$ cat src/rtl/mtt_pkg.sv
// +--------------------------------------------------------------------+
// | mtt_pkg : shared types and encodings for the MTT walker            |
// | Rev 1.0 : initial release                                          |
// +--------------------------------------------------------------------+
`default_nettype none

package mtt_pkg;

    typedef enum logic [2:0] {
        ST_IDLE    = 3'd0,
        ST_L1_REQ  = 3'd1,
        ST_L1_WAIT = 3'd2,
        ST_L2_REQ  = 3'd3,
        ST_L2_WAIT = 3'd4,
        ST_RESP    = 3'd5
    } mtt_state_t;

    localparam logic [1:0] MTT_L1_DENY  = 2'b00;
    localparam logic [1:0] MTT_L1_ALLOW = 2'b01;
    localparam logic [1:0] MTT_L1_PTR   = 2'b10;
    localparam logic [1:0] MTT_L1_RSVD  = 2'b11;

    localparam logic [1:0] MTT_L2_NONE  = 2'b00;
    localparam logic [1:0] MTT_L2_RO    = 2'b01;
    localparam logic [1:0] MTT_L2_RSVD  = 2'b10;
    localparam logic [1:0] MTT_L2_RW    = 2'b11;

    localparam logic [1:0] CAUSE_NONE   = 2'd0;
    localparam logic [1:0] CAUSE_BUS    = 2'd1;
    localparam logic [1:0] CAUSE_RSVD   = 2'd2;

    localparam int L1_LSB  = 30;
    localparam int L2_LSB  = 17;
    localparam int FLD_LSB = 12;

endpackage

`default_nettype wire

$ cat src/rtl/mtt_perm_decode.sv
// +--------------------------------------------------------------------+
// | mtt_perm_decode : combinational decode of one L1 or L2 MTT entry   |
// | Rev 1.0 : initial release                                          |
// +--------------------------------------------------------------------+
`default_nettype none

module mtt_perm_decode
    import mtt_pkg::*;
#(
    parameter int PA_W = 34
) (
    input  logic [63:0]      i_entry,
    input  logic             i_level,
    input  logic [4:0]       i_fld_idx,
    input  logic             i_write,
    output logic             o_allow,
    output logic [1:0]       o_cause,
    output logic             o_ptr_valid,
    output logic [PA_W-13:0] o_next_ptr
);

    logic [1:0] w_fld;

    assign w_fld      = i_entry[{i_fld_idx, 1'b0} +: 2];
    assign o_next_ptr = i_entry[PA_W-1:FLD_LSB];

    always_comb begin
        o_allow     = 1'b0;
        o_cause     = CAUSE_NONE;
        o_ptr_valid = 1'b0;
        if (!i_level) begin
            case (i_entry[1:0])
                MTT_L1_DENY:  o_allow     = 1'b0;
                MTT_L1_ALLOW: o_allow     = 1'b1;
                MTT_L1_PTR:   o_ptr_valid = 1'b1;
                default:      o_cause     = CAUSE_RSVD;
            endcase
        end else begin
            case (w_fld)
                MTT_L2_NONE: o_allow = 1'b0;
                MTT_L2_RO:   o_allow = !i_write;
                MTT_L2_RW:   o_allow = 1'b1;
                default:     o_cause = CAUSE_RSVD;
            endcase
        end
    end

endmodule

`default_nettype wire

$ cat src/rtl/mtt_walker.sv
// +--------------------------------------------------------------------+
// | mtt_walker : two-level MTT walker, allow/deny/fault per access     |
// | Optional single-entry L1 pointer cache: define MTT_L1_CACHE_EN     |
// | Rev 1.0 : initial release                                          |
// +--------------------------------------------------------------------+
`default_nettype none

module mtt_walker
    import mtt_pkg::*;
#(
    parameter int PA_W   = 34,
    parameter int DATA_W = 64
) (
    input  logic              clk_i,
    input  logic              rst_i,
    input  logic              mtt_en_i,
    input  logic [PA_W-13:0]  mttp_base_i,
    input  logic              flush_i,
    input  logic              req_valid_i,
    output logic              req_ready_o,
    input  logic [PA_W-1:0]   req_paddr_i,
    input  logic              req_write_i,
    output logic              mem_req_valid_o,
    input  logic              mem_req_ready_i,
    output logic [PA_W-1:0]   mem_req_addr_o,
    input  logic              mem_rsp_valid_i,
    input  logic [DATA_W-1:0] mem_rsp_data_i,
    input  logic              mem_rsp_err_i,
    output logic              rsp_valid_o,
    input  logic              rsp_ready_i,
    output logic              rsp_allow_o,
    output logic [1:0]        rsp_cause_o
);

    mtt_state_t                r_state;
    logic [L1_LSB-1:FLD_LSB]   r_paddr;
    logic                      r_write;

    logic                      w_dec_allow;
    logic [1:0]                w_dec_cause;
    logic                      w_dec_ptr;
    logic [PA_W-13:0]          w_dec_next;
    logic                      w_hit;
    logic [PA_W-13:0]          w_c_ptr;
    logic [PA_W-1:0]           w_l1_addr;
    logic [PA_W-1:0]           w_l2_off_lat;
    logic [PA_W-1:0]           w_l2_off_req;
    logic                      w_unused;

    // Table offsets are index * 8; sums wrap modulo 2^PA_W.
    assign w_l1_addr    = {mttp_base_i, 12'b0}
                        + ({{L1_LSB{1'b0}}, req_paddr_i[PA_W-1:L1_LSB]} << 3);
    assign w_l2_off_lat = {{(PA_W-13){1'b0}}, r_paddr[L1_LSB-1:L2_LSB]} << 3;
    assign w_l2_off_req = {{(PA_W-13){1'b0}}, req_paddr_i[L1_LSB-1:L2_LSB]} << 3;

    mtt_perm_decode #(
        .PA_W (PA_W)
    ) u_decode (
        .i_entry     (mem_rsp_data_i),
        .i_level     (r_state == ST_L2_WAIT),
        .i_fld_idx   (r_paddr[FLD_LSB+4:FLD_LSB]),
        .i_write     (r_write),
        .o_allow     (w_dec_allow),
        .o_cause     (w_dec_cause),
        .o_ptr_valid (w_dec_ptr),
        .o_next_ptr  (w_dec_next)
    );

`ifdef MTT_L1_CACHE_EN
    logic                r_c_valid;
    logic [PA_W-31:0]    r_c_idx;
    logic [PA_W-31:0]    r_c_pidx;
    logic [PA_W-13:0]    r_c_ptr;

    always_ff @(posedge clk_i) begin
        if (r_state == ST_IDLE && req_valid_i) begin
            r_c_pidx <= req_paddr_i[PA_W-1:L1_LSB];
        end
        // Flush takes priority over a fill landing in the same cycle.
        if (rst_i || flush_i) begin
            r_c_valid <= 1'b0;
        end else if (r_state == ST_L1_WAIT && mem_rsp_valid_i && !mem_rsp_err_i && w_dec_ptr) begin
            r_c_valid <= 1'b1;
            r_c_idx   <= r_c_pidx;
            r_c_ptr   <= w_dec_next;
        end
    end

    assign w_hit    = r_c_valid && !flush_i && (r_c_idx == req_paddr_i[PA_W-1:L1_LSB]);
    assign w_c_ptr  = r_c_ptr;
    assign w_unused = &{1'b0, req_paddr_i[FLD_LSB-1:0]};
`else
    assign w_hit    = 1'b0;
    assign w_c_ptr  = '0;
    assign w_unused = &{1'b0, flush_i, req_paddr_i[FLD_LSB-1:0]};
`endif

    always_ff @(posedge clk_i) begin
        if (rst_i) begin
            r_state         <= ST_IDLE;
            r_paddr         <= '0;
            r_write         <= 1'b0;
            req_ready_o     <= 1'b1;
            mem_req_valid_o <= 1'b0;
            mem_req_addr_o  <= '0;
            rsp_valid_o     <= 1'b0;
            rsp_allow_o     <= 1'b0;
            rsp_cause_o     <= CAUSE_NONE;
        end else begin
            case (r_state)
                ST_IDLE: begin
                    if (req_valid_i) begin
                        r_paddr     <= req_paddr_i[L1_LSB-1:FLD_LSB];
                        r_write     <= req_write_i;
                        req_ready_o <= 1'b0;
                        if (!mtt_en_i) begin
                            rsp_valid_o <= 1'b1;
                            rsp_allow_o <= 1'b1;
                            rsp_cause_o <= CAUSE_NONE;
                            r_state     <= ST_RESP;
                        end else if (w_hit) begin
                            mem_req_valid_o <= 1'b1;
                            mem_req_addr_o  <= {w_c_ptr, 12'b0} + w_l2_off_req;
                            r_state         <= ST_L2_REQ;
                        end else begin
                            mem_req_valid_o <= 1'b1;
                            mem_req_addr_o  <= w_l1_addr;
                            r_state         <= ST_L1_REQ;
                        end
                    end
                end
                ST_L1_REQ, ST_L2_REQ: begin
                    if (mem_req_ready_i) begin
                        mem_req_valid_o <= 1'b0;
                        r_state         <= (r_state == ST_L1_REQ) ? ST_L1_WAIT : ST_L2_WAIT;
                    end
                end
                ST_L1_WAIT, ST_L2_WAIT: begin
                    if (mem_rsp_valid_i) begin
                        if (mem_rsp_err_i) begin
                            rsp_valid_o <= 1'b1;
                            rsp_allow_o <= 1'b0;
                            rsp_cause_o <= CAUSE_BUS;
                            r_state     <= ST_RESP;
                        end else if (r_state == ST_L1_WAIT && w_dec_ptr) begin
                            mem_req_valid_o <= 1'b1;
                            mem_req_addr_o  <= {w_dec_next, 12'b0} + w_l2_off_lat;
                            r_state         <= ST_L2_REQ;
                        end else begin
                            rsp_valid_o <= 1'b1;
                            rsp_allow_o <= w_dec_allow && (w_dec_cause == CAUSE_NONE);
                            rsp_cause_o <= w_dec_cause;
                            r_state     <= ST_RESP;
                        end
                    end
                end
                ST_RESP: begin
                    if (rsp_ready_i) begin
                        rsp_valid_o <= 1'b0;
                        rsp_allow_o <= 1'b0;
                        rsp_cause_o <= CAUSE_NONE;
                        req_ready_o <= 1'b1;
                        r_state     <= ST_IDLE;
                    end
                end
                default: begin
                    mem_req_valid_o <= 1'b0;
                    rsp_valid_o     <= 1'b0;
                    req_ready_o     <= 1'b1;
                    r_state         <= ST_IDLE;
                end
            endcase
        end
    end

endmodule

`default_nettype wire

$ cat config.mk
export PLATFORM = sky130hd
export DESIGN_NAME = mtt_walker
export DESIGN_NICKNAME = d
export VERILOG_FILES = /design/src/rtl/mtt_pkg.sv /design/src/rtl/mtt_perm_decode.sv /design/src/rtl/mtt_walker.sv
export SDC_FILE = /design/constraint.sdc
export NUM_CORES = 1
export LEC_CHECK = 0
export BUFFER_PORTS_ARGS = -buffer_cell sky130_fd_sc_hd__buf_2
export CORE_MARGIN = 3
export CORE_UTILIZATION = 48
export DETAILED_ROUTE_END_ITERATION = 10
export GPL_ROUTABILITY_DRIVEN = 0
export HOLD_SLACK_MARGIN = 0.03
export PLACE_DENSITY = 0.93
export SKIP_LAST_GASP = 1
export SLEW_MARGIN = 20
export SYNTH_ARGS = -nofsm -noshare
export SYNTH_HDL_FRONTEND = slang
export SYNTH_SLANG_ARGS = --single-unit
$ cat constraint.sdc
create_clock -name clk_i -period 3.25 [get_ports clk_i]
set_clock_uncertainty 0.15 [all_clocks]
set_input_delay 0.1625 -clock clk_i [delete_from_list [all_inputs] [get_ports clk_i]]
set_output_delay 0.1625 -clock clk_i [all_outputs]
set_load 0.005 [all_outputs]
==> flow_metrics.py, run 1 <==
metrics = {
    "clock_tree": {
        "clockBufferDepth": 2,
        "cts.sinks": 59,
        "clk_latency_ps": 340,
        "tritoncts": "yes",
        "htree_levels": 3,
        "numCtsBuffers": 9,
        "cts_root_buf": "clkbuf_8",
        "clk_pin_slew_ps": 70,
        "cts_resized": 0,
    },
    "detailed_routing": {
        "vias_per_cell": 5.77,
        "vias": 4287,
        "first_iter_violations": 311,
        "post_drt_wl_per_cell_um": 16.8,
        "ant_nets": 0,
        "drc": 0,
        "dr.pass1.iters": 5,
        "routed_wl_mm": 12.5,
    },
    "final_layout": {
        "layout-drive-gt1-share": 0.306,
        "fin_util": 0.678,
        "final_area_um2": 5080,
        "n_antenna_cell": 0,
        "area.growth.synth_to_final_pct": 32.8,
        "fin_nets": 774,
    },
    "timing": {
        "min_period_over_period": 0.856,
        "finalHoldViolCount": 0,
        "final_max_slew_viol_count": 0,
        "fmax_mhz": 359,
        "rsz0062_at_grt": "no",
        "layout_setup_ws_ps": 467,
        "setup_tns_ps": 0,
        "relSlewSlack": 0.306,
        "min_period_ps": 2780,
        "worst_pin_slew_ps": 1040,
        "setup_violations": 0,
    },
    "place": {
        "place_area_um2": 4590,
        "dp_slack_ps": 618,
        "hpwl_mm": 8.92,
        "port_buffers": 153,
    },
    "global_routing": {
        "grt_start_max_net_pins": 43,
        "first_global_vias": 4039,
        "antenna_found_initial": 0,
        "grt_pass1_wl_mm": 19.1,
        "grt_use_total": 0.270,
        "gr-total-overflow": 0,
    },
    "power_and_ir_drop": {
        "p_per_area_nw_per_um2": 594,
        "ir_worst_vdd_uv": 315,
        "total_leakage_power_nw": 2.14,
        "power_mw": 3.01,
    },
    "synth": {
        "synthArstFlopShare": 0,
        "synth_edf_count": 0,
        "synth_commonest_cells": "87 x nand2_1, 59 x dfxtp_1, 49 x a21oi_1",
        "ys_types": 63,
        "yosys_warnings": 0,
        "netlist.top_cell.by_area": "dfxtp_1",
        "synth_most_common_cell": "nand2_1",
        "synthFlopType": "dfxtp_1",
        "syn_avg_cell_area_um2": 8.10,
        "synth_top_area_frac": 0.309,
        "mappedNetlistArea_um2": 3820,
        "ys_seq_elements": 59,
        "syn_inst": 472,
        "ys_top_cells_by_area": "dfxtp_1 31%, nand2_1 8.5%, a21oi_1 6.4%",
        "yosysSeqAreaShare": 0.309,
    },
    "die": {
        "io-pin-count": 170,
        "die_w_um": 95.3,
        "core_um2": 7490,
        "initial_core_util": 0.511,
        "fp.dieArea_um2": 9070,
        "rows": 31,
        "die_h_um": 95.3,
    },
    "setup_path": {
        "cp.required_ps": 3340,
        "crit_arrival_ps": 2870,
        "critPathKind": "reg2reg",
        "endpoint_kind": "flop",
        "worstPathMaxFanout": 23,
        "cp-start-kind": "flop",
        "ff2ff_setup_slack_ps": 470,
    },
    "min_path": {
        "min_path_type": "in2reg",
    },
    "flow_run": {
        "max_cap_violations": 0,
    },
    "run_status": {
        "status": "completed",
    },
}
## repair_timing
action                                 in CTS  in global routing
endpoints found under the hold margin      32                  0
hold buffers                               31                  0
setup buffers                               0                  0
## sequential cells by signal, summed over array words and instances, names as in the netlist
| signal | flops |
|---|---|
| mem_req_addr_o | 31 |
| r_state | 3 |
| req_ready_o | 1 |
| r_write | 1 |
| rsp_valid_o | 1 |
| rsp_cause_o | 2 |
| r_paddr | 18 |
| mem_req_valid_o | 1 |
| rsp_allow_o | 1 |
## critical path, cell delays in order, from the launching register on
cell	delay [ps]
dfxtp_1	780
and4bb_2	340
o21ai_1	140
nor3_2	520
buf_4	390
nor2_1	70
a311oi_1	290
## report_power, final
| group | total (mW) | internal (mW) | switching (mW) |
|---|---|---|---|
| sequential | 1.06 | 0.870 | 0.191 |
| clock | 0.615 | 0.284 | 0.331 |
| combinational | 1.34 | 0.571 | 0.768 |
| total | 3.01 | 1.72 | 1.29 |
## stage by stage
stage,hold WS (ps),cells
2_1_floorplan,148,474
3_3_place_gp,255,696
3_5_place_dp,260,696
4_1_cts,37.6,743
5_1_grt,54.4,743
6_report,47.1,743
## layout by cell type (no fill, tap or decap), types with 4 or more instances in the layout
master / n
buf_2: 153
nand2_1: 87
dfxtp_1: 59
a21oi_1: 49
nor2_1: 32
dlygate4sd3_1: 31
mux2i_1: 23
nand3_1: 14
o21ai_0: 12
xnor2_1: 12
a211o_1: 10
nor3_1: 9
a311oi_1: 9
clkbuf_8: 9
nand2b_1: 8
a22oi_1: 7
buf_4: 7
inv_1: 6
nor3b_1: 6
a21o_1: 5
mux4_1: 5
nor2b_1: 4
nand4_1: 4
ha_1: 4
## final timing paths
check                                  startpoint                         endpoint  cells after the start
setup / recovery          r_state[1]$_SDFFE_PP0P_  mem_req_addr_o[12]$_SDFFE_PP0P_                      6
hold / removal                    mttp_base_i[14]  mem_req_addr_o[26]$_SDFFE_PP0P_                      4
setup reg to reg          r_state[1]$_SDFFE_PP0P_  mem_req_addr_o[12]$_SDFFE_PP0P_                      6
hold reg to reg   mem_req_addr_o[14]$_SDFFE_PP0P_  mem_req_addr_o[14]$_SDFFE_PP0P_                      2
## layer usage
metal  part of all wire  up-vias  GRT usage  routed length [um]
li1                   -     2041          -                   -
met1               0.39     1982      0.325                4860
met2               0.50      225      0.462                6230
met3              0.081       39     0.0608                1010
met4              0.032        0      0.113                 395
met5                  0        -          0                   0
## kinds of logic (layout without fill, tap and decap cells)
kind of cell               Yosys count  count (layout)  synth area share
other                                1               3          0.000981
DFF                                 59              59             0.309
and+or+nand+nor                    192             192             0.245
xor gates and xnor gates            15              15            0.0344
buffers and inverters               43             213            0.0599
muxes                               31              31             0.109
AOI/OAI and AO/OA                  126             126             0.223
adders and majority gates            5               5            0.0183
## layout make-up
cell class,instances,area (um^2)
sequential,59,1180
multi-input combinational,372,2440
clock buffer,10,128
fill,599,2410
tap,99,124
timing repair buffer,191,1130
clock inverter,6,50.0
inverter,6,22.5
Note: power is estimated with default switching activity, not from simulation.
==> run 2: changes to the inputs <==
- BUFFER_PORTS_ARGS: -buffer_cell sky130_fd_sc_hd__buf_2 -> default
- CORE_UTILIZATION: 48 -> 45
- DONT_BUFFER_PORTS: default -> 1
- PLACE_DENSITY: 0.93 -> 0.72
==> flow_metrics.py, run 2 (synthesis gave the netlist of run 1 again) <==
metrics = {
    "timing": {
        "setup_violations": 0,
        "min_period_over_period": 0.952,
        "relSlewSlack": 0.450,
        "worst_pin_slew_ps": 822,
        "finalHoldViolCount": 0,
        "setup_tns_ps": 0,
        "min_period_ps": 3090,
        "final_max_slew_viol_count": 0,
        "fmax_mhz": 323,
        "rsz0062_at_grt": "no",
    },
    "power_and_ir_drop": {
        "power_mw": 3.03,
        "p_per_area_nw_per_um2": 633,
        "total_leakage_power_nw": 1.70,
        "ir_worst_vdd_uv": 355,
    },
    "global_routing": {
        "antenna_found_initial": 1,
        "first_global_vias": 3768,
        "grt_pass1_wl_mm": 18.8,
        "grt_use_total": 0.242,
        "grt_start_max_net_pins": 65,
        "gr-total-overflow": 0,
    },
    "die": {
        "core_um2": 7970,
        "rows": 32,
        "io-pin-count": 170,
        "die_w_um": 98.2,
        "fp.dieArea_um2": 9640,
        "die_h_um": 98.2,
        "initial_core_util": 0.480,
    },
    "min_path": {
        "holdCritStartpoint": "mem_rsp_data_i[12]",
        "min_path_cells": 3,
        "min_path_type": "in2reg",
        "whs_endpoint": "mem_req_addr_o[12]$_SDFFE_PP0P_",
    },
    "place": {
        "port_buffers": 0,
        "hpwl_mm": 8.11,
    },
    "setup_path": {
        "endpoint_kind": "flop",
        "cp.required_ps": 3320,
        "ff2ff_setup_slack_ps": 160,
        "r2r_cells": 9,
        "critPathKind": "reg2reg",
        "crit_slowest_cell": "dlygate4sd3_1",
        "critical-path-top-delay-family": "buffers and inverters",
        "cpPeakStageDelay_ps": 560,
        "crit_top_cell": "dlygate4sd3_1",
        "worstPathMaxFanout": 3,
        "crit_chain": "ha_1 -> a21o_1 -> a21oi_1 -> o21bai_1 -> nand4_1 -> xnor2_1 -> dlygate4sd3_1 -> a211o_1 -> dlygate4sd3_1",
        "r2r-start": "r_paddr[27]$_SDFFE_PP0P_",
        "crit_arrival_ps": 3160,
        "cp-start-kind": "flop",
        "rr_endpoint": "mem_req_addr_o[23]$_SDFFE_PP0P_",
        "cp_num_buf_inv": 2,
    },
    "final_layout": {
        "layout_commonest_cell": "nand2_1",
        "fin_nets": 664,
        "area.growth.synth_to_final_pct": 25.4,
        "layout_common_cells": "87 x nand2_1, 71 x dlygate4sd3_1, 59 x dfxtp_1",
        "largest_reg_flops": 31,
        "layout-drive-gt1-share": 0.0899,
        "largest_register": "mem_req_addr_o",
        "reg_top3": "mem_req_addr_o (31), r_paddr (18), r_state (3)",
    },
    "flow_run": {
        "max_cap_violations": 0,
    },
    "detailed_routing": {
        "first_iter_violations": 184,
        "ant_nets": 0,
        "vias_per_cell": 5.86,
        "drc": 0,
        "dr.pass1.iters": 4,
        "post_drt_wl_per_cell_um": 18.6,
        "vias": 3730,
        "routed_wl_mm": 11.8,
    },
    "clock_tree": {
        "hold_buffers": 72,
        "numCtsBuffers": 9,
        "postCtsSetupRepairBufs": 0,
        "htree_levels": 3,
        "clockBufferDepth": 2,
        "cts.sinks": 59,
        "cts_resized": 0,
        "clk_latency_ps": 340,
        "cts_root_buf": "clkbuf_8",
        "clk_pin_slew_ps": 80,
        "tritoncts": "yes",
    },
    "run_status": {
        "status": "completed",
    },
}
[run 2: cell types whose count changed in the layout (fill, tap and decap cells not counted), moves of 2 or more]
cell | before | now
buf_2 | 153 | 0
clkinv_2 | 0 | 2
clkinvlp_4 | 2 | 0
dlygate4sd3_1 | 31 | 71
[run 2: how the worst max path moves through the flow]
stage / startpoint / end / cells past startpoint
6_report: r_paddr[27]$_SDFFE_PP0P_ / mem_req_addr_o[23]$_SDFFE_PP0P_ / 9
5_1_grt: r_paddr[27]$_SDFFE_PP0P_ / mem_req_addr_o[23]$_SDFFE_PP0P_ / 9
4_1_cts: r_paddr[27]$_SDFFE_PP0P_ / mem_req_addr_o[23]$_SDFFE_PP0P_ / 9
3_5_place_dp: r_paddr[26]$_SDFFE_PP0P_ / mem_req_addr_o[32]$_SDFFE_PP0P_ / 8
3_3_place_gp: r_paddr[26]$_SDFFE_PP0P_ / mem_req_addr_o[32]$_SDFFE_PP0P_ / 8
2_1_floorplan: r_paddr[26]$_SDFFE_PP0P_ / mem_req_addr_o[32]$_SDFFE_PP0P_ / 8
[run 2: layer usage]
metal / GRT usage / wire [um] / up-vias
li1: - / - / 1821
met1: 0.287 / 4890 / 1730
met4: 0.0872 / 283 / 0
met2: 0.415 / 5700 / 152
met3: 0.0736 / 970 / 27
met5: 0 / 0 / -
[run 2: worst min-delay path, delay by kind of cell]
kind            cells  cell delay [ps]
compound gates      1               70
fa+ha+maj           1              210
simple gates        1               50
[run 2: area by class of cell]
class	instances	area [um^2]
diodes	1	2.50
clock inverters	7	75.1
flip-flops and latches	59	1180
clock buffers	9	124
well taps	102	128
multi-input cells	372	2440
inverters	6	22.5
fillers	697	3170
repair buffers	81	818
[run 2: per-stage QoR]
step / utilization / hold slack [ps] / worst slack [ps] / cell area, um^2 / std cells
5_1_grt: 0.602 / 56.0 / 5.75 / 4790 / 637
2_1_floorplan: - / 148 / 897 / 3830 / 474
3_5_place_dp: 0.484 / 83.2 / 836 / 3850 / 548
6_report: 0.602 / 47.5 / 155 / 4790 / 637
4_1_cts: 0.601 / 35.6 / 162 / 4790 / 636
3_3_place_gp: 0.484 / 83.0 / 872 / 3850 / 548
[run 2: power breakdown]
part / internal [mW] / leakage [nW] / switching (mW) / total (mW)
sequential: 0.870 / 0.481 / 0.156 / 1.03
combinational: 0.572 / 1.11 / 0.753 / 1.32
clock: 0.359 / 0.104 / 0.324 / 0.683
total: 1.80 / 1.70 / 1.23 / 3.03
